### src/rtl/dds_waveform_generator.sv
// DDS waveform generator: phase accumulator feeding a two-stage shaping pipeline
// (sawtooth, square, triangle, sine family, noise, midscale) with amplitude attenuation.
module dds_waveform_generator #(
  parameter int                 DATA_W  = 8,
  parameter int                 PHASE_W = 16,
  parameter logic [PHASE_W-1:0] FTW_RST = PHASE_W'(1) << (PHASE_W - DATA_W)
) (
  input  logic               clk,
  input  logic               rst,
  input  logic               en,
  input  logic [PHASE_W-1:0] ftw_in,
  input  logic               ftw_load,
  input  logic [2:0]         slc,
  input  logic [DATA_W-1:0]  duty,
  input  logic [1:0]         amp,
  output logic [DATA_W-1:0]  out,
  output logic               out_valid,
  output logic               wrap
);

  localparam int                LUT_N  = 1 << (DATA_W - 2);
  localparam int                MID_I  = 1 << (DATA_W - 1);
  localparam logic [DATA_W-1:0] MID    = DATA_W'(MID_I);
  localparam logic [DATA_W-1:0] MID_M1 = DATA_W'(MID_I - 1);
  localparam logic [DATA_W-1:0] FS     = '1;

  // Galois feedback masks giving a maximal-length sequence for each width.
  function automatic logic [DATA_W-1:0] lfsr_taps(input int w);
    case (w)
      3:       return DATA_W'(16'h0006);
      4:       return DATA_W'(16'h000C);
      5:       return DATA_W'(16'h0014);
      6:       return DATA_W'(16'h0030);
      7:       return DATA_W'(16'h0060);
      8:       return DATA_W'(16'h00B8);
      9:       return DATA_W'(16'h0110);
      10:      return DATA_W'(16'h0240);
      11:      return DATA_W'(16'h0500);
      12:      return DATA_W'(16'h0E08);
      13:      return DATA_W'(16'h1C80);
      14:      return DATA_W'(16'h3802);
      15:      return DATA_W'(16'h6000);
      default: return DATA_W'(16'hD008);
    endcase
  endfunction

  localparam logic [DATA_W-1:0] LFSR_TAPS = lfsr_taps(DATA_W);

  // Quarter-wave entry round((M-1)*sin(pi/2*(i+0.5)/LUT_N)), evaluated in Q30 fixed point
  // with a Taylor series so the table folds to constants at elaboration.
  function automatic int sin_entry(input int i);
    longint x, x2, term, sum;
    x    = (longint'(1686629713) * longint'(2 * i + 1)) / longint'(2 * LUT_N);
    x2   = (x * x) >>> 30;
    term = x;
    sum  = x;
    for (int k = 1; k <= 8; k++) begin
      term = -((term * x2) >>> 30) / longint'((2 * k) * (2 * k + 1));
      sum  = sum + term;
    end
    return int'((longint'(MID_I - 1) * sum + (longint'(1) <<< 29)) >>> 30);
  endfunction

  logic [DATA_W-2:0] sin_lut [LUT_N];

  for (genvar gi = 0; gi < LUT_N; gi++) begin : g_lut
    localparam int                QV_I = sin_entry(gi);
    localparam logic [DATA_W-2:0] QV   = QV_I[DATA_W-2:0];
    assign sin_lut[gi] = QV;
  end

  // Stage 0 state
  logic [PHASE_W-1:0] acc;
  logic [PHASE_W-1:0] ftw;
  logic [PHASE_W:0]   acc_sum;
  logic [DATA_W-1:0]  lfsr;
  logic [DATA_W-1:0]  lfsr_next;

  // Stage 1 state
  logic [DATA_W-1:0]  p1;
  logic [2:0]         slc1;
  logic [DATA_W-1:0]  duty1;
  logic [1:0]         amp1;
  logic [DATA_W-1:0]  noise1;
  logic               valid1;

  // Shaping datapath
  logic [1:0]           quad;
  logic [DATA_W-3:0]    lut_a;
  logic [DATA_W-1:0]    sine;
  logic [DATA_W-1:0]    tri_w;
  logic [DATA_W-1:0]    wave;
  logic signed [DATA_W:0] dev;
  logic signed [DATA_W:0] dev_sh;
  logic [DATA_W-1:0]    shaped;

  assign acc_sum   = {1'b0, acc} + {1'b0, ftw};
  assign lfsr_next = (lfsr >> 1) ^ (lfsr[0] ? LFSR_TAPS : '0);

  // Stage 0: FTW capture (independent of en), phase accumulation, wrap pulse, noise source.
  always_ff @(posedge clk or negedge rst) begin
    if (!rst) begin
      ftw  <= FTW_RST;
      acc  <= '0;
      wrap <= 1'b0;
      lfsr <= '1;
    end else begin
      if (ftw_load) ftw <= ftw_in;
      if (en) begin
        acc  <= acc_sum[PHASE_W-1:0];
        wrap <= acc_sum[PHASE_W];
        lfsr <= lfsr_next;
      end else begin
        wrap <= 1'b0;
      end
    end
  end

  // Stage 1: latch phase and all shaping controls together so a sample is self-consistent.
  always_ff @(posedge clk or negedge rst) begin
    if (!rst) begin
      p1     <= '0;
      slc1   <= '0;
      duty1  <= '0;
      amp1   <= '0;
      noise1 <= '0;
    end else if (en) begin
      p1     <= acc[PHASE_W-1 -: DATA_W];
      slc1   <= slc;
      duty1  <= duty;
      amp1   <= amp;
      noise1 <= lfsr;
    end
  end

  // Waveform selection and attenuation about midscale.
  always_comb begin
    quad  = p1[DATA_W-1 -: 2];
    lut_a = p1[DATA_W-3:0];
    sine  = MID;
    case (quad)
      2'd0: sine = MID + {1'b0, sin_lut[lut_a]};
      2'd1: sine = MID + {1'b0, sin_lut[~lut_a]};
      2'd2: sine = MID_M1 - {1'b0, sin_lut[lut_a]};
      2'd3: sine = MID_M1 - {1'b0, sin_lut[~lut_a]};
    endcase

    tri_w = {p1[DATA_W-2:0], 1'b0};
    if (p1[DATA_W-1]) tri_w = ~tri_w;

    wave = MID;
    case (slc1)
      3'b000:  wave = p1;
      3'b001:  wave = (p1 < duty1) ? FS : '0;
      3'b010:  wave = tri_w;
      3'b011:  wave = sine;
      3'b100:  wave = (sine >= MID) ? sine : (FS - sine);
      3'b101:  wave = (sine >= MID) ? sine : MID;
      3'b110:  wave = noise1;
      default: wave = MID;
    endcase

    dev    = $signed({1'b0, wave}) - $signed({1'b0, MID});
    dev_sh = dev >>> amp1;
    shaped = DATA_W'(dev_sh + $signed({1'b0, MID}));
  end

  // Stage 2: registered output; the valid flag tracks en through both stages every cycle.
  always_ff @(posedge clk or negedge rst) begin
    if (!rst) begin
      out       <= '0;
      valid1    <= 1'b0;
      out_valid <= 1'b0;
    end else begin
      valid1    <= en;
      out_valid <= valid1;
      if (en) out <= shaped;
    end
  end

endmodule

### config.mk
export PLATFORM = sky130hd
export DESIGN_NAME = dds_waveform_generator
export DESIGN_NICKNAME = d
export VERILOG_FILES = /design/src/rtl/dds_waveform_generator.sv
export SDC_FILE = /design/constraint.sdc
export NUM_CORES = 1
export LEC_CHECK = 0
export ABC_AREA = 1
export ABC_CLOCK_PERIOD_IN_PS = 4200
export BUFFER_PORTS_ARGS = -buffer_cell sky130_fd_sc_hd__buf_2
export CORE_MARGIN = 2
export CORE_UTILIZATION = 30
export DETAILED_ROUTE_END_ITERATION = 16
export GPL_TIMING_DRIVEN = 0
export PLACE_DENSITY = 0.49
export SETUP_SLACK_MARGIN = 0.3
export SLEW_MARGIN = 10
export SYNTH_ARGS = -nofsm -noshare
export SYNTH_HDL_FRONTEND = slang
export SYNTH_SLANG_ARGS = --single-unit
### constraint.sdc
create_clock -name clk -period 4.2 [get_ports clk]
set_clock_uncertainty 0.05 [all_clocks]
set_input_delay 0.63 -clock clk [delete_from_list [all_inputs] [get_ports clk]]
set_output_delay 0.63 -clock clk [all_outputs]
set_load 0.1 [all_outputs]
# After elaboration in Yosys (flattened, before gate mapping)
# Memory sizes are Yosys's and may differ from the RTL's.
# Cells that the tools add are included.
# word_totals
ff_bits	80
rom_bits	896
inputBits	33
out_inout_bits	10
word_cells	55
memories	2
# op_classes
n_addsub	8
magnitude_cmp	4
n_eq_ne	9
shift	1
mux	12
bitwise	5
reduce_logical	2
# memory_table
memory	depth	word_bits	rd	rd_ports_with_merged_regs	wr	line	source
(no name shown)	64	7	1	0	0	145	2'd3: sine = MID_M1 - {1'b0, sin_lut[~lut_a]};
(no name shown)	64	7	1	0	0	144	2'd2: sine = MID_M1 - {1'b0, sin_lut[lut_a]};
# ops
cell	count
8-bit one-hot mux with 7 select lines	1
8-bit 2-to-1 mux	5
8-bit one-hot mux with 4 select lines	1
7-bit 2-to-1 mux	4
16-bit by 16-bit adder with 17-bit output	1
8-bit by 7-bit adder with 8-bit output (first input constant)	2
7-bit by 7-bit subtractor with 8-bit output (first input constant)	2
7-bit greater-or-equal comparator (second input constant)	2
6-bit NOT with 7-bit output	2
3-bit == test (second input constant)	3
9-bit by 2-bit >>> shifter with 8-bit output	1
8-bit by 8-bit subtractor with 9-bit output (second input constant)	1
8-bit adder (second input constant)	1
8-bit greater-or-equal comparator (second input constant)	1
8-bit less-than comparator	1
8-bit NOT	1
8-bit subtractor (first input constant)	1
7-bit by 8-bit XOR with 8-bit output	1
3-bit by 2-bit == test with 1-bit output (second input constant)	2
6-bit NOT	1
2-bit == test (second input constant)	2
3-bit by 1-bit == test with 1-bit output (second input constant)	1
3-bit zero test	1
2-bit by 1-bit == test with 1-bit output (second input constant)	1
2 further kinds	2

# Depth between registers and ports, before layout
# Gate-level depths: netlist (run 1).
# depth
depth_word	13
depth_mapped	24
depth_no_buf	24

# Worst setup path after synthesis (run 1)
# OpenSTA, ideal clock, no wires.
# synth_path
kind	register -> register
start	register p1[1]
end	register out[2]
setup_ns	0.126
t_arrival_ns	2.747
required_ns	4.024
setup_slack_ns	1.277
path_stages_with_launch	22
n_path_buf	0
period_less_slack_ns	2.923
cell_sequence	dfrtp_1 > inv_1 > ha_1 > nand2_1 > o21ai_0 > nand2_1 > nand3_1 > nand2_1 > nand2_1 > nand2_1 > nand4_1 > and2_1 > ha_1 > nor2_1 > a211oi_1 > o2111ai_1 > inv_1 > nand2_1 > nand3_1 > nand2_1 > nand2_1 > nand3_1
# synth_between
elab_chain_cells	13
elab_cells_between_ends	26
cone_classes	add/sub (7); order compare (2); shift (1); mux (10); bitwise (4); memory (2)
# synth_rtl
item	line	source
from (decl)	80	logic [DATA_W-1:0] p1;
from (signal assigned)	128	p1 <= acc[PHASE_W-1 -: DATA_W];
6-bit NOT	143, 145	
6-bit NOT with 7-bit output	143, 145	
memory read 64 x 7 bit	-	
7-bit 2-to-1 mux (not written as such) (2 in series)	145	
8-bit by 7-bit adder with 8-bit output or 7-bit by 7-bit subtractor with 8-bit output (tied branches)	143, 145	
8-bit one-hot mux with 4 select lines	141	case (quad)
8-bit subtractor or 8-bit greater-or-equal comparator (tied branches)	157, 158	
8-bit 2-to-1 mux, on equally long branches	157, 158	
8-bit one-hot mux with 7 select lines *	152	case (slc1)
8-bit by 8-bit subtractor with 9-bit output *	163	dev = $signed({1'b0, wave}) - $signed({1'b0, MID});
9-bit by 2-bit >>> shifter with 8-bit output *	164	dev_sh = dev >>> amp1;
8-bit adder *	165	shaped = DATA_W'(dev_sh + $signed({1'b0, MID}));
to (signal assigned)	177	if (en) out <= shaped;
to (decl)	16	output logic [DATA_W-1:0] out,
# Every way passes the cells marked *; elsewhere a longest branch is shown, timed or not. The select of a mux whose other input is x is not followed.
# A chain may end at the register's enable or synchronous reset.

# Worst setup path in the final report (run 1)
# layout_path
start	register p1[0]
end	register out[1]
# Same word-level chain as after synthesis.

==> reports/summary.md, run 1 <==
The flow ran to the end, and the final reports show no timing, DRC or antenna violations. The buffer depth of the longest clock path came out at 2. Dividing the detail-routed via count by the number of cells gives 4.87. The cell internal power dissipation is 2.48 mW, and the diode insertion count for antenna repair is 0.

Leading register cell type out of synthesis: sky130_fd_sc_hd__dfrtp_1. TritonCTS built the clock tree. Setup slack on the worst reg-to-reg path comes out at 620 ps. The synthesis warning total was 0; the floorplan die width was 143 um.

In this run the worst hold path is classified as in -> async. The tools report the number of detailed-route iterations in the first pass as 5. The worst path setup slack after routing is 617 ps, and the final non-filler cell total is 1,071. The leakage component of the power was 3.27 nW; the portion of total power attributed to combinational logic was 58.2%.

The core region is 18,800 um^2. Switching power summed over all nets: 2.36 mW. The pin count of the biggest net entering global routing was 64.

The biggest fanout along the worst timing path came out at 10. The worst path needs 3580 ps of the cycle, external delays included. The tool flagged a number of max-cap violations equal to 0. Sequential elements use 34.9% of the synthesized area.

The worst voltage drop across the vdd grid is 0.000260 V, and the fraction of synthesis flops using an asynchronous set or reset pin is 100%. The number of different library cells used by synthesis comes to 49. Clock transition at the registers of the reported paths: 70 ps. Setup repair after global routing left no endpoint under its margin.

The number of slew-limit violations in the final report was 0; the global route total overflow was 0. The library cells used most frequently in the layout, excluding fill and tap cells, are sky130_fd_sc_hd__nand2_1, sky130_fd_sc_hd__nand3_1, sky130_fd_sc_hd__dfrtp_1. The final total negative setup slack is 0 ps. The weighted congestion reported at the end of routability-driven placement was 0.879; the share of the cycle needed by the critical path after routing was 85.3%. Once placement completed, the tool counted placed cells totaling 1,049. For the arrival time of the worst setup path, the log shows 3770 ps. Post-synthesis register bit count: 80. The count of final hold-check violations is 0, and the number of antenna violations at the first check in global routing is 0. Of the total power, the share spent switching nets is 48.8%. For the pin with the worst max-slew slack, the measured transition is 636 ps. The worst reg-to-reg path cell count was 21. Critical path startpoint category: a flop.

Synthesis produced a netlist whose cell count is 773. 43 I/O pins were placed. The run gives 12,100 um as the detailed placer's ending HPWL. Compared with the post-synthesis result, the final layout area differs by 15.5%. Across every metal layer, demand over resource in global routing totals 16.6%. The number of global-route vias before repair is 5,166, and the fill cell instance count of the final layout is 2,039. The layout cell share with drive strength beyond 1 was 16.4%. The worst setup timing slack at the placement stage was 571 ps; the sequential cell fraction of total power was 24.7%. For this configuration, the core starts out at a cell density of 30.7%.

In the final routed layout, each cell accounts on average for 14.9 um. For this design, the sink count on the clock tree is 80. In this run the worst setup path begins at p1[0]$_DFFE_PN0P_.

The library cell used most frequently in the layout, excluding fill and tap cells, is sky130_fd_sc_hd__nand2_1. The type of element capturing the critical path was a flop. The number of clock buffers inserted by TritonCTS is 9. The first-iteration detailed-routing DRC count is 271, and the wire length reported by the detailed router is 16,000 um. In this run the power density over the cells is 728 nW/um^2. The run gives 5760 um^2 as the area of the mapped netlist. At the end of the flow, the number of nets in the layout was 911. The area taken by flip-flops and latches is 2010 um^2, and the die extent in y is 143 um. The die area is 20,300 um^2.

The endpoint identified for the worst register-to-register timing path is out[1]$_DFFE_PN0P_. The number of synthesized flops with an enable pin is 0. For the number of endpoints failing setup at the final stage, the log shows 0. Clock tree root buffer cell: sky130_fd_sc_hd__clkbuf_16. The maximum clock frequency is 0.279 GHz, and the max-slew headroom at the worst pin is 57.6%.

The tools report the startpoint of the lowest-slack register-to-register path as p1[0]$_DFFE_PN0P_. The detail route stage leaves a number of antenna-violating nets equal to 0. The category of the critical setup timing path was reg -> reg. The standard cell area after detailed placement was 6290 um^2; the endpoint required time on the critical path was 4390 ps. The total non-filler cell area in the finished layout was 6660 um^2. The row count was 50.

The clock latency at the later pin of the worst-skew pair came out at 340 ps. For this run, design rule violations remaining after detail routing come to 0. The quantity of I/O buffers inserted on ports works out to 41.

The tools report the total number of H-tree levels as 3. The first global-routing pass estimated 26,400 um of wire. The tools report the hold buffer count at CTS as 0.

The number of nets in the synthesized netlist is 852. A synthesized cell averages 7.46 um^2. Per report_power, the clock group accounts for 17.0% of the total. Summing over every cut layer, the via total after detailed routing is 5,213. The multi-input combinational cells in the finished layout cover a total of 3270 um^2.
==> registers in the layout, summed over array words and instances, names as in the netlist, 2 cells and up <==
| name | count |
|---|---|
| slc1 | 3 |
| acc | 16 |
| amp1 | 2 |
| noise1 | 8 |
| duty1 | 8 |
| lfsr | 8 |
| p1 | 8 |
| ftw | 16 |
| out | 8 |
==> synthesized netlist by cell type, types with 3 or more instances <==
cell type | number | area, um^2
sky130_fd_sc_hd__o21ai_0 | 57 | 285
sky130_fd_sc_hd__buf_2 | 6 | 30.0
sky130_fd_sc_hd__a21oi_2 | 5 | 43.8
sky130_fd_sc_hd__a21oi_1 | 35 | 175
sky130_fd_sc_hd__clkinv_1 | 3 | 11.3
sky130_fd_sc_hd__nand2_1 | 239 | 897
sky130_fd_sc_hd__buf_6 | 5 | 56.3
sky130_fd_sc_hd__clkbuf_1 | 11 | 41.3
sky130_fd_sc_hd__nand3_2 | 6 | 60.1
sky130_fd_sc_hd__o21a_1 | 3 | 22.5
sky130_fd_sc_hd__o21ai_1 | 10 | 50.1
sky130_fd_sc_hd__nor2_1 | 31 | 116
sky130_fd_sc_hd__dfrtp_1 | 71 | 1780
sky130_fd_sc_hd__nand2_2 | 3 | 18.8
sky130_fd_sc_hd__ha_1 | 45 | 563
sky130_fd_sc_hd__xnor2_1 | 5 | 43.8
sky130_fd_sc_hd__nand3_1 | 70 | 350
sky130_fd_sc_hd__inv_1 | 68 | 255
sky130_fd_sc_hd__nand4_1 | 11 | 68.8
sky130_fd_sc_hd__mux2_2 | 15 | 169
sky130_fd_sc_hd__o22ai_1 | 7 | 43.8
sky130_fd_sc_hd__dfstp_2 | 9 | 236
sky130_fd_sc_hd__o2111ai_1 | 3 | 26.3
sky130_fd_sc_hd__buf_4 | 3 | 22.5
sky130_fd_sc_hd__xor2_1 | 4 | 35.0
sky130_fd_sc_hd__a31oi_1 | 3 | 18.8
sky130_fd_sc_hd__and2_1 | 3 | 18.8
sky130_fd_sc_hd__o211ai_1 | 6 | 45.0
sky130_fd_sc_hd__inv_2 | 6 | 22.5
==> worst max-delay path, cell delays in order, from the launching register on <==
cell and delay (ps):
sky130_fd_sc_hd__dfrtp_1 650, sky130_fd_sc_hd__clkinvlp_4 300, sky130_fd_sc_hd__ha_1 430, sky130_fd_sc_hd__nand2_1 140, sky130_fd_sc_hd__o21ai_0 120, sky130_fd_sc_hd__nand2_1 80
sky130_fd_sc_hd__nand3_1 70, sky130_fd_sc_hd__nand2_1 90, sky130_fd_sc_hd__nand2_1 60, sky130_fd_sc_hd__nand2_1 60, sky130_fd_sc_hd__nand4_1 130, sky130_fd_sc_hd__and2_1 190
sky130_fd_sc_hd__ha_1 270, sky130_fd_sc_hd__nor2_1 40, sky130_fd_sc_hd__a211oi_1 220, sky130_fd_sc_hd__o2111ai_1 140, sky130_fd_sc_hd__inv_1 90, sky130_fd_sc_hd__nand3_1 90
sky130_fd_sc_hd__nand3_1 100, sky130_fd_sc_hd__nand2_1 70, sky130_fd_sc_hd__nand2_1 60, sky130_fd_sc_hd__nand2_1 50
==> per-layer routing <==
layer	wire length, um	track usage (%)	vias up
met5	0	0	-
met4	195	4.95	0
met3	410	2.22	13
met2	7610	27.5	83
met1	7780	22.4	2436
li1	-	-	2681
==> kinds of logic (layout without fill, tap and decap cells) <==
family / count (synthesis) / in the layout / share of synthesized area (%)
buffers and inverters: 106 / 170 / 8.29
XOR/XNOR: 9 / 9 / 1.37
adder cells (fa/ha/maj): 46 / 46 / 10.1
multiplexers: 15 / 15 / 2.93
AO/OA/AOI/OAI: 140 / 140 / 13.9
AND/OR/NAND/NOR: 377 / 377 / 28.4
flip-flops: 80 / 80 / 34.9
==> per-stage QoR <==
| step | power, mW | hold WS (ps) | util, % |
|---|---|---|---|
| floorplan | 3.34 | 281 | - |
| global placement | 4.00 | 282 | 33.4 |
| detailed placement | 4.00 | 290 | 33.5 |
| CTS | 4.85 | 113 | 35.2 |
| global route | 5.31 | 115 | 35.5 |
| finish | 4.85 | 111 | 35.5 |
==> how the worst max path moves through the flow <==
stage	endpoint	cells past startpoint	slack (ps)
floorplan	out[2]$_DFFE_PN0P_	21	1280
global placement	out[1]$_DFFE_PN0P_	20	510
detailed placement	out[1]$_DFFE_PN0P_	20	570
CTS	out[1]$_DFFE_PN0P_	20	550
global route	out[1]$_DFFE_PN0P_	20	340
finish	out[1]$_DFFE_PN0P_	21	620
==> power groups by stage <==
stage	registers, mW	logic (mW)	clock network, mW
final	1.20	2.82	0.825
after global routing	1.23	3.20	0.876
after CTS	1.20	2.80	0.847
after detailed placement	1.21	2.79	0
after global placement	1.21	2.79	0
after floorplan	1.42	1.92	0
==> repair_timing <==
action,4_1_cts,5_1_grt
endpoints found under the hold margin,0,0
buffers inserted,0,6
endpoints found under the setup margin,0,3
resized for setup,0,2
==> cell type report <==
type                            instances  area share (%)
Sequential cell                        80            30.3
Clock buffer                           10            3.59
Multi-Input combinational cell        587            49.2
Timing Repair Buffer                   48            4.21
Buffer                                 28            2.67
Clock inverter                          6            1.13
Tap cell                              234            4.40
Inverter                               78            4.57
No activity file was read; power rests on OpenSTA's default activity.
==> inputs of run 2 (changes only) <==
--- a/config.mk
+++ b/config.mk
@@ -8,6 +8,7 @@
 export ABC_AREA = 1
 export ABC_CLOCK_PERIOD_IN_PS = 4200
 export BUFFER_PORTS_ARGS = -buffer_cell sky130_fd_sc_hd__buf_2
+export CORE_ASPECT_RATIO = 1.5
 export CORE_MARGIN = 2
 export CORE_UTILIZATION = 30
 export DETAILED_ROUTE_END_ITERATION = 16
==> run 2 against run 1 <==
Non-clock buffer count shrank 2; global-route usage increased by 1.2 points; flip-flop and latch count is the same; sequential share of layout area shrank 0.078 points; sequential power about the same.
==> reports/summary.md, run 2 (synthesis gave the netlist of run 1 again) <==
Maximum clock frequency: 0.282 GHz. The run finished with clean final reports. The routed design could run at a clock period as short as 3550 ps. The run gives 6680 um^2 as the total non-filler cell area in the finished layout.

The startpoint of the lowest-slack register-to-register path is p1[1]$_DFFE_PN0P_. The clock network power share was 17.4%. Row generation in the floorplan step produced 62 rows.

The tools report the weighted congestion reported at the end of routability-driven placement as 0.930. The number of antenna violations at the first check in global routing came out at 0. The first TritonRoute pass finished after 5 iterations.

The tools report the cell internal power dissipation as 2.52 mW. The number of global-route vias before repair was 5,420. The count of antenna-violating nets left after detailed routing is 0. The clock latency at the later pin of the worst-skew pair is 350 ps. Along the worst path, the maximum fanout reaches 12. The area growth from synthesis to layout is 15.8%. The largest registers in the layout are acc: 16 flops, ftw: 16 flops.

The clock tree synthesis step divided the H-tree into 3 levels. The die extent in y was 174 um; the ratio of routed vias to standard cells was 4.85. The run gives 9 as the number of clock buffers inserted by TritonCTS. Summing over every cut layer, the via total after detailed routing is 5,286. Among cell families on the critical path, the largest total delay comes from simple AND/OR/NAND/NOR gates. In this run the horizontal extent of the chip is 117 um. The longest individual stage delay on the worst path is 540 ps. The library cell used most frequently in the layout, excluding fill and tap cells, is sky130_fd_sc_hd__nand2_1. After clock tree synthesis, the clock-pin slew on the worst setup and hold paths is 60 ps. The final total negative setup slack came out at 0 ps. The worst-case IR drop observed on VDD is 0.000281 V.

After detailed routing, the average wire length per cell comes to 15.4 um. For the leakage component of the power, the log shows 3.26 nW. The tools report the pin count of the biggest net entering global routing as 45. Clock tree synthesis selected as its root buffer the cell sky130_fd_sc_hd__clkbuf_16. The final critical path takes up 84.5% of the cycle. The diode insertion count for antenna repair came out at 0.

The standard cell core area came out at 19,000 um^2. The most critical setup path has its startpoint at p1[1]$_DFFE_PN0P_. TritonCTS built the clock tree. For the count of final hold-check violations, the log shows 0. In this run switching power makes up 48.6% of total power. The tightest min-delay check is of the in -> async type. The first global-routing pass estimated 27,900 um of wire. By instance count, the cell type seen most on the critical path is sky130_fd_sc_hd__nand2_1.

The first-iteration detailed-routing DRC count was 233. Type of element capturing the critical path: a flop. The worst pin sits at a relative slew slack of 55.0%.

The logs give 16,700 um for the wire length reported by the detailed router and 0 for the number of endpoints failing setup at the final stage. Sequential cell fraction of total power: 24.4%. The endpoint required time on the critical path was 4390 ps; the detailed placer's ending HPWL was 13,100 um. Together, buffers and inverters on the worst path number 2.

Counting along the longest clock path gives a buffer depth of 2. Input and output buffers added on the ports amount to 41. Category of the critical setup timing path: reg -> reg. The floorplan step defined a die boundary enclosing 20,400 um^2. Slew at the pin closest to its max-slew limit: 675 ps. Setup repair after global routing left no endpoint under its margin. For the standard cell area after detailed placement, the log shows 6320 um^2.

The number of maximum-capacitance violations is 0, and the number of remaining DRC errors is 0. The tools report the critical path startpoint category as a flop. The total number of nets in the final design is 909. For the global-route usage over all layers, the log shows 17.8%. The portion of total power attributed to combinational logic is 58.1%, and the I/O pin total is 43. In the layout the commonest cells are sky130_fd_sc_hd__nand2_1, sky130_fd_sc_hd__nand3_1, sky130_fd_sc_hd__dfrtp_1. Total power divided by cell area: 734 nW/um^2.

The number of slew-limit violations in the final report was 0. The run gives 80 as the number of sinks handled by clock tree synthesis. The largest individual stage delay along the critical path comes from the cell sky130_fd_sc_hd__dfrtp_2. The layout cell share with drive strength beyond 1 was 16.2%; the global route total overflow was 0. The initial utilization of the core area, before any placement, comes to 30.3%.

The analysis attributes to net switching a power of 2.38 mW. The signal on the critical path passes through inv_1, ha_1, nand2_1, o21ai_0, nand2_1, nand3_1, nand2_1, nand3_1, nand4_1, and2_1, ha_1, nor2_1, a211oi_1, o2111ai_1, inv_1, nand3_1, nand3_1, nand2_1, nand2_1, nand2_1. For the worst setup path, the data arrival time is 3740 ps.
-- run 2: cell types whose count changed in the layout (fill, tap and decap cells not counted), sizes merged --
cell | before | now
bufinv | 1 | 2
buf | 65 | 63
inv | 76 | 75
clkinv | 5 | 4
clkinvlp | 2 | 3
-- run 2: worst paths after layout --
check / to / slack, ps / cells after the start
max: out[1]$_DFFE_PN0P_ / 650 / 20
min: out[2]$_DFFE_PN0P_ / 190 / 1
max reg2reg: out[1]$_DFFE_PN0P_ / 650 / 20
min reg2reg: out_valid$_DFF_PN0_ / 300 / 0
max in group asynchronous: ftw[8]$_DFFE_PN1P_ / 3240 / 2
min in group clk: out_valid$_DFF_PN0_ / 300 / 0
-- run 2: metal layers --
| layer | share of wire (%) | track usage [%] |
|---|---|---|
| met5 | 0 | 0 |
| met4 | 2.9 | 7.40 |
| met3 | 2.3 | 2.52 |
| met2 | 54 | 32.7 |
| met1 | 41 | 19.8 |
-- run 2: repair_timing --
| action | CTS | global route |
|---|---|---|
| hold buffers | 0 | 0 |
| endpoints found under the setup margin | 0 | 3 |
| setup buffers | 0 | 4 |
| gates resized for setup | 0 | 3 |
-- run 2: worst reg2reg max path: cells and delay by family (launching register included) --
kind / cells / cell delay (ps)
flip-flops: 1 / 540
buffers and inverters: 2 / 370
AO/OA/AOI/OAI: 3 / 550
adder cells (fa/ha/maj): 2 / 750
AND/OR/NAND/NOR: 13 / 1200
-- run 2: area by class of cell --
| type | count | area (um^2) |
|---|---|---|
| buffer | 28 | 178 |
| inverter | 78 | 304 |
| timing repair buffer | 46 | 265 |
| clock inverter | 6 | 92.6 |
| sequential | 80 | 2020 |
| clock buffer | 10 | 229 |
| fill | 2076 | 12300 |
| tap | 256 | 320 |
| multi-input combinational | 587 | 3270 |
-- run 2: stage by stage --
step           hold WS [ps]  setup WS (ps)  util [%]  power, mW  cells
6_report                190            649      35.1       4.90   1091
5_1_grt                 221            309      35.1       5.35   1091
4_1_cts                 206            401      34.9       4.91   1087
3_5_place_dp            286            463      33.2       4.03   1071
3_3_place_gp            282            396      33.1       4.03   1070
2_1_floorplan           281           1280         -       3.34    773
-- run 2: power by group through the flow --
stage | registers (mW) | clock network, mW | logic [mW]
2_1_floorplan | 1.42 | 0 | 1.92
3_3_place_gp | 1.21 | 0 | 2.82
3_5_place_dp | 1.21 | 0 | 2.83
4_1_cts | 1.20 | 0.880 | 2.84
5_1_grt | 1.23 | 0.914 | 3.20
6_report | 1.20 | 0.854 | 2.85
==> inputs of run 3 (changes only) <==
--- a/config.mk
+++ b/config.mk
@@ -6,7 +6,7 @@
 export NUM_CORES = 1
 export LEC_CHECK = 0
 export ABC_AREA = 1
-export ABC_CLOCK_PERIOD_IN_PS = 4200
+export ABC_CLOCK_PERIOD_IN_PS = 3600
 export BUFFER_PORTS_ARGS = -buffer_cell sky130_fd_sc_hd__buf_2
 export CORE_ASPECT_RATIO = 1.5
 export CORE_MARGIN = 2
==> constraint.sdc (replaced) <==
create_clock -name clk -period 3.6 [get_ports clk]
set_clock_uncertainty 0.05 [all_clocks]
set_input_delay 0.54 -clock clk [delete_from_list [all_inputs] [get_ports clk]]
set_output_delay 0.54 -clock clk [all_outputs]
set_load 0.1 [all_outputs]
==> run 3 against run 2 <==
Sequential power rose by 14%; design area increased by 1.9%; flip-flop and latch count unchanged; critical path type unchanged; highest routed layer unchanged.
==> reports/summary.md, run 3 (synthesis gave the netlist of run 1 again) <==
Clock tree synthesis inserted a total of 9 buffers. The global route total overflow was 0. TritonCTS built the clock tree.

After detailed placement, the design holds a cell count of 1,071. Before CTS, the worst setup slack after placement is -137 ps. The startpoint identified for the worst register-to-register timing path is p1[0]$_DFFE_PN0P_. Setup slack on the worst reg-to-reg path comes out at 500 ps. The switching power summed over all nets came out at 2.83 mW. The flow ran to the end, and the final reports show no timing, DRC or antenna violations. Dividing the final minimum period by the clock period gives 86.0%. The worst path setup slack after routing was 505 ps. The logs give 3 for the total number of H-tree levels and 2020 um^2 for the area taken by flip-flops and latches.

The die covers 20,400 um^2. For met2 alone, demand over resource in global routing was 33.1%. Using the TritonRoute via totals, the vias-per-cell ratio works out to 4.85. Category of the critical setup timing path: reg -> reg.

Count of final hold-check violations: 0. In this run, the number of DRC markers left after iteration 0 of detailed routing was 238. Net switching is 48.4% of the power. STA classifies the critical path endpoint as a flop. For the pin with the worst max-slew slack, the measured transition is 660 ps.

The number of remaining DRC errors was 0. In the global route stage, overall resource usage came out at 17.9%. For this run, global-route usage on met3 was measured as 2.31%.

Before antenna repair, the detailed router went through 5 iterations. The number of global-route vias before repair is 5,462. The logs give 0 for the number of antenna violations at the first check in global routing and 3.02 mW for the cell internal power dissipation.

Dividing the detail-routed wire length by the instance count gives 15.4 um. The buffer depth of the longest clock path was 2. The arrival time of the worst setup path is 3280 ps, and the number of sinks handled by clock tree synthesis is 80. The layout has 2,060 filler cells. The total number of nets in the final design was 918. The die extent in y works out to 174 um. The tools report the I/O pin total as 43. Measured along the x axis, the die boundary spans 117 um. Detailed placer's ending HPWL: 13,100 um.

In this run the standard cell core region covers 19,000 um^2. Total power divided by cell area: 860 nW/um^2. Setup repair after global routing left no endpoint under its margin. In this run the worst path has a maximum fanout of 4. The clock transition at the registers of the reported paths was 60 ps. In this run the static leakage power is 3.30 nW. The diode insertion count for antenna repair is 0. Once layout is complete, the cells apart from fillers number 1,100. In this run, the clock network consumes 17.0% of the power. Setup violations remaining at the end of the flow were counted as 0. The max-slew headroom at the worst pin is 56.0%, and the first-pass GRT wire length is 28,100 um. Layout cell share with drive strength beyond 1: 18.6%.

The tightest min-delay check is of the in -> async type. The final layout contains routed wiring with a total length of 16,900 um. Global routing consumed, on the met1 layer, 20.0% of the routing resources.

Pin count of the biggest net entering global routing: 45. The critical path startpoint category was a flop. The effective utilization at floorplan is 30.3%, and the worst hold margin is 104 ps. The logs give 5,333 for the total via count after detailed routing and 350 ps for the clock latency at the later pin of the worst-skew pair. The weighted congestion reported at the end of routability-driven placement is 0.930, and the number of slew-limit violations in the final report is 0. Of the total power, combinational logic draws 59.7%. Across the VDD grid, the largest voltage drop is 0.000329 V.

The endpoint of the worst register-to-register path was out[1]$_DFFE_PN0P_. CTS placed an instance of sky130_fd_sc_hd__clkbuf_16 at the clock tree root. Timing would allow up to 0.323 GHz. Number of maximum-capacitance violations: 0.

The library cell used most frequently in the layout, excluding fill and tap cells, is sky130_fd_sc_hd__nand2_1. In the layout the commonest cells are sky130_fd_sc_hd__nand2_1, sky130_fd_sc_hd__nand3_1, sky130_fd_sc_hd__dfrtp_1. The run gives 3780 ps as the endpoint required time on the critical path.

In this run the core area contains 62 standard-cell rows. Once detail routing completed, the nets flagged for antenna violations numbered 0. For the sequential cell fraction of total power, the log shows 23.4%.

Shortest clock period the worst path allows after layout: 3100 ps. The largest registers in the layout are acc: 16 flops, ftw: 16 flops. Compared with the post-synthesis result, the final layout area differs by 18.0%.

Measured in cells, the most critical reg-to-reg path has a length of 20. The busiest layer in global routing is met2. Summing all multi-input logic gate instances after layout gives 3310 um^2.

The quantity of I/O buffers inserted on ports came out at 41.
-- run 3: cell types whose count changed in the layout (fill, tap and decap cells not counted), moves of 2 or more --
cell,delta
sky130_fd_sc_hd__ha_2,+2
sky130_fd_sc_hd__nand2_1,-2
sky130_fd_sc_hd__nand2_2,+2
sky130_fd_sc_hd__a311oi_2,+2
sky130_fd_sc_hd__ha_1,-3
sky130_fd_sc_hd__clkinvlp_4,+3
sky130_fd_sc_hd__inv_1,-3
sky130_fd_sc_hd__a311oi_1,-2
sky130_fd_sc_hd__buf_4,+8
-- run 3: power groups by stage --
stage | combinational (mW) | sequential, mW | clock [mW]
finish | 3.49 | 1.37 | 0.993
global route | 3.90 | 1.40 | 1.06
CTS | 3.40 | 1.37 | 1.03
detailed placement | 3.30 | 1.41 | 0
global placement | 3.29 | 1.41 | 0
floorplan | 2.24 | 1.65 | 0
-- run 3: worst max path at each step --
stage,start,to,slack [ps],cells after the start
after global placement,p1[1]$_DFFE_PN0P_,out[1]$_DFFE_PN0P_,-200,20
after floorplan,p1[1]$_DFFE_PN0P_,out[2]$_DFFE_PN0P_,680,21
after CTS,p1[7]$_DFFE_PN0P_,out[1]$_DFFE_PN0P_,360,17
final,p1[0]$_DFFE_PN0P_,out[1]$_DFFE_PN0P_,500,20
after detailed placement,p1[1]$_DFFE_PN0P_,out[1]$_DFFE_PN0P_,-140,20
after global routing,p1[2]$_DFFE_PN0P_,out[1]$_DFFE_PN0P_,300,23
-- run 3: final cells by class --
type	instances	area share, %
Timing Repair Buffer	55	4.95
Sequential cell	80	29.7
Multi-Input combinational cell	587	48.7
Clock inverter	6	1.36
Inverter	78	4.67
Clock buffer	10	3.37
Tap cell	256	4.71
Buffer	28	2.61
-- run 3: timing repair --
action | 4_1_cts | 5_1_grt
hold buffers | 0 | 0
buffers inserted | 6 | 7
pin swaps | 0 | 2
endpoints found under the setup margin | 7 | 7
hold endpoints to repair | 0 | 0
resized for setup | 6 | 14
-- run 3: per-layer routing --
| layer | wire [um] | vias to the layer above | part of all wire (%) |
|---|---|---|---|
| met5 | 0 | - | 0 |
| met4 | 469 | 0 | 2.8 |
| met3 | 370 | 28 | 2.2 |
| met2 | 9200 | 90 | 54 |
| met1 | 6890 | 2493 | 41 |
| li1 | - | 2722 | - |
-- run 3: worst max-delay path, stage by stage (launching register included) --
cell and delay, ps:
sky130_fd_sc_hd__dfrtp_2 390, sky130_fd_sc_hd__clkinvlp_4 180, sky130_fd_sc_hd__buf_6 180, sky130_fd_sc_hd__ha_1 240, sky130_fd_sc_hd__inv_2 90, sky130_fd_sc_hd__nand2_1 100, sky130_fd_sc_hd__nand4_1 100, sky130_fd_sc_hd__nand4_1 110
sky130_fd_sc_hd__nand3_1 110, sky130_fd_sc_hd__nand4_1 130, sky130_fd_sc_hd__and2_1 170, sky130_fd_sc_hd__ha_1 270, sky130_fd_sc_hd__nor2_1 40, sky130_fd_sc_hd__a211oi_1 220, sky130_fd_sc_hd__o2111ai_1 160, sky130_fd_sc_hd__inv_1 90
sky130_fd_sc_hd__nand3_1 80, sky130_fd_sc_hd__nand3_1 80, sky130_fd_sc_hd__nand2_1 50, sky130_fd_sc_hd__nand2_1 70, sky130_fd_sc_hd__nand2_1 60
-- run 3: through the flow --
step | util [%] | total power [mW] | TNS, ps | area [um^2]
finish | 35.8 | 5.85 | 0 | 6800
global route | 35.8 | 6.36 | 0 | 6800
CTS | 35.3 | 5.79 | 0 | 6700
detailed placement | 33.2 | 4.71 | -345 | 6320
global placement | 33.1 | 4.70 | -555 | 6290
floorplan | - | 3.89 | 0 | 5760
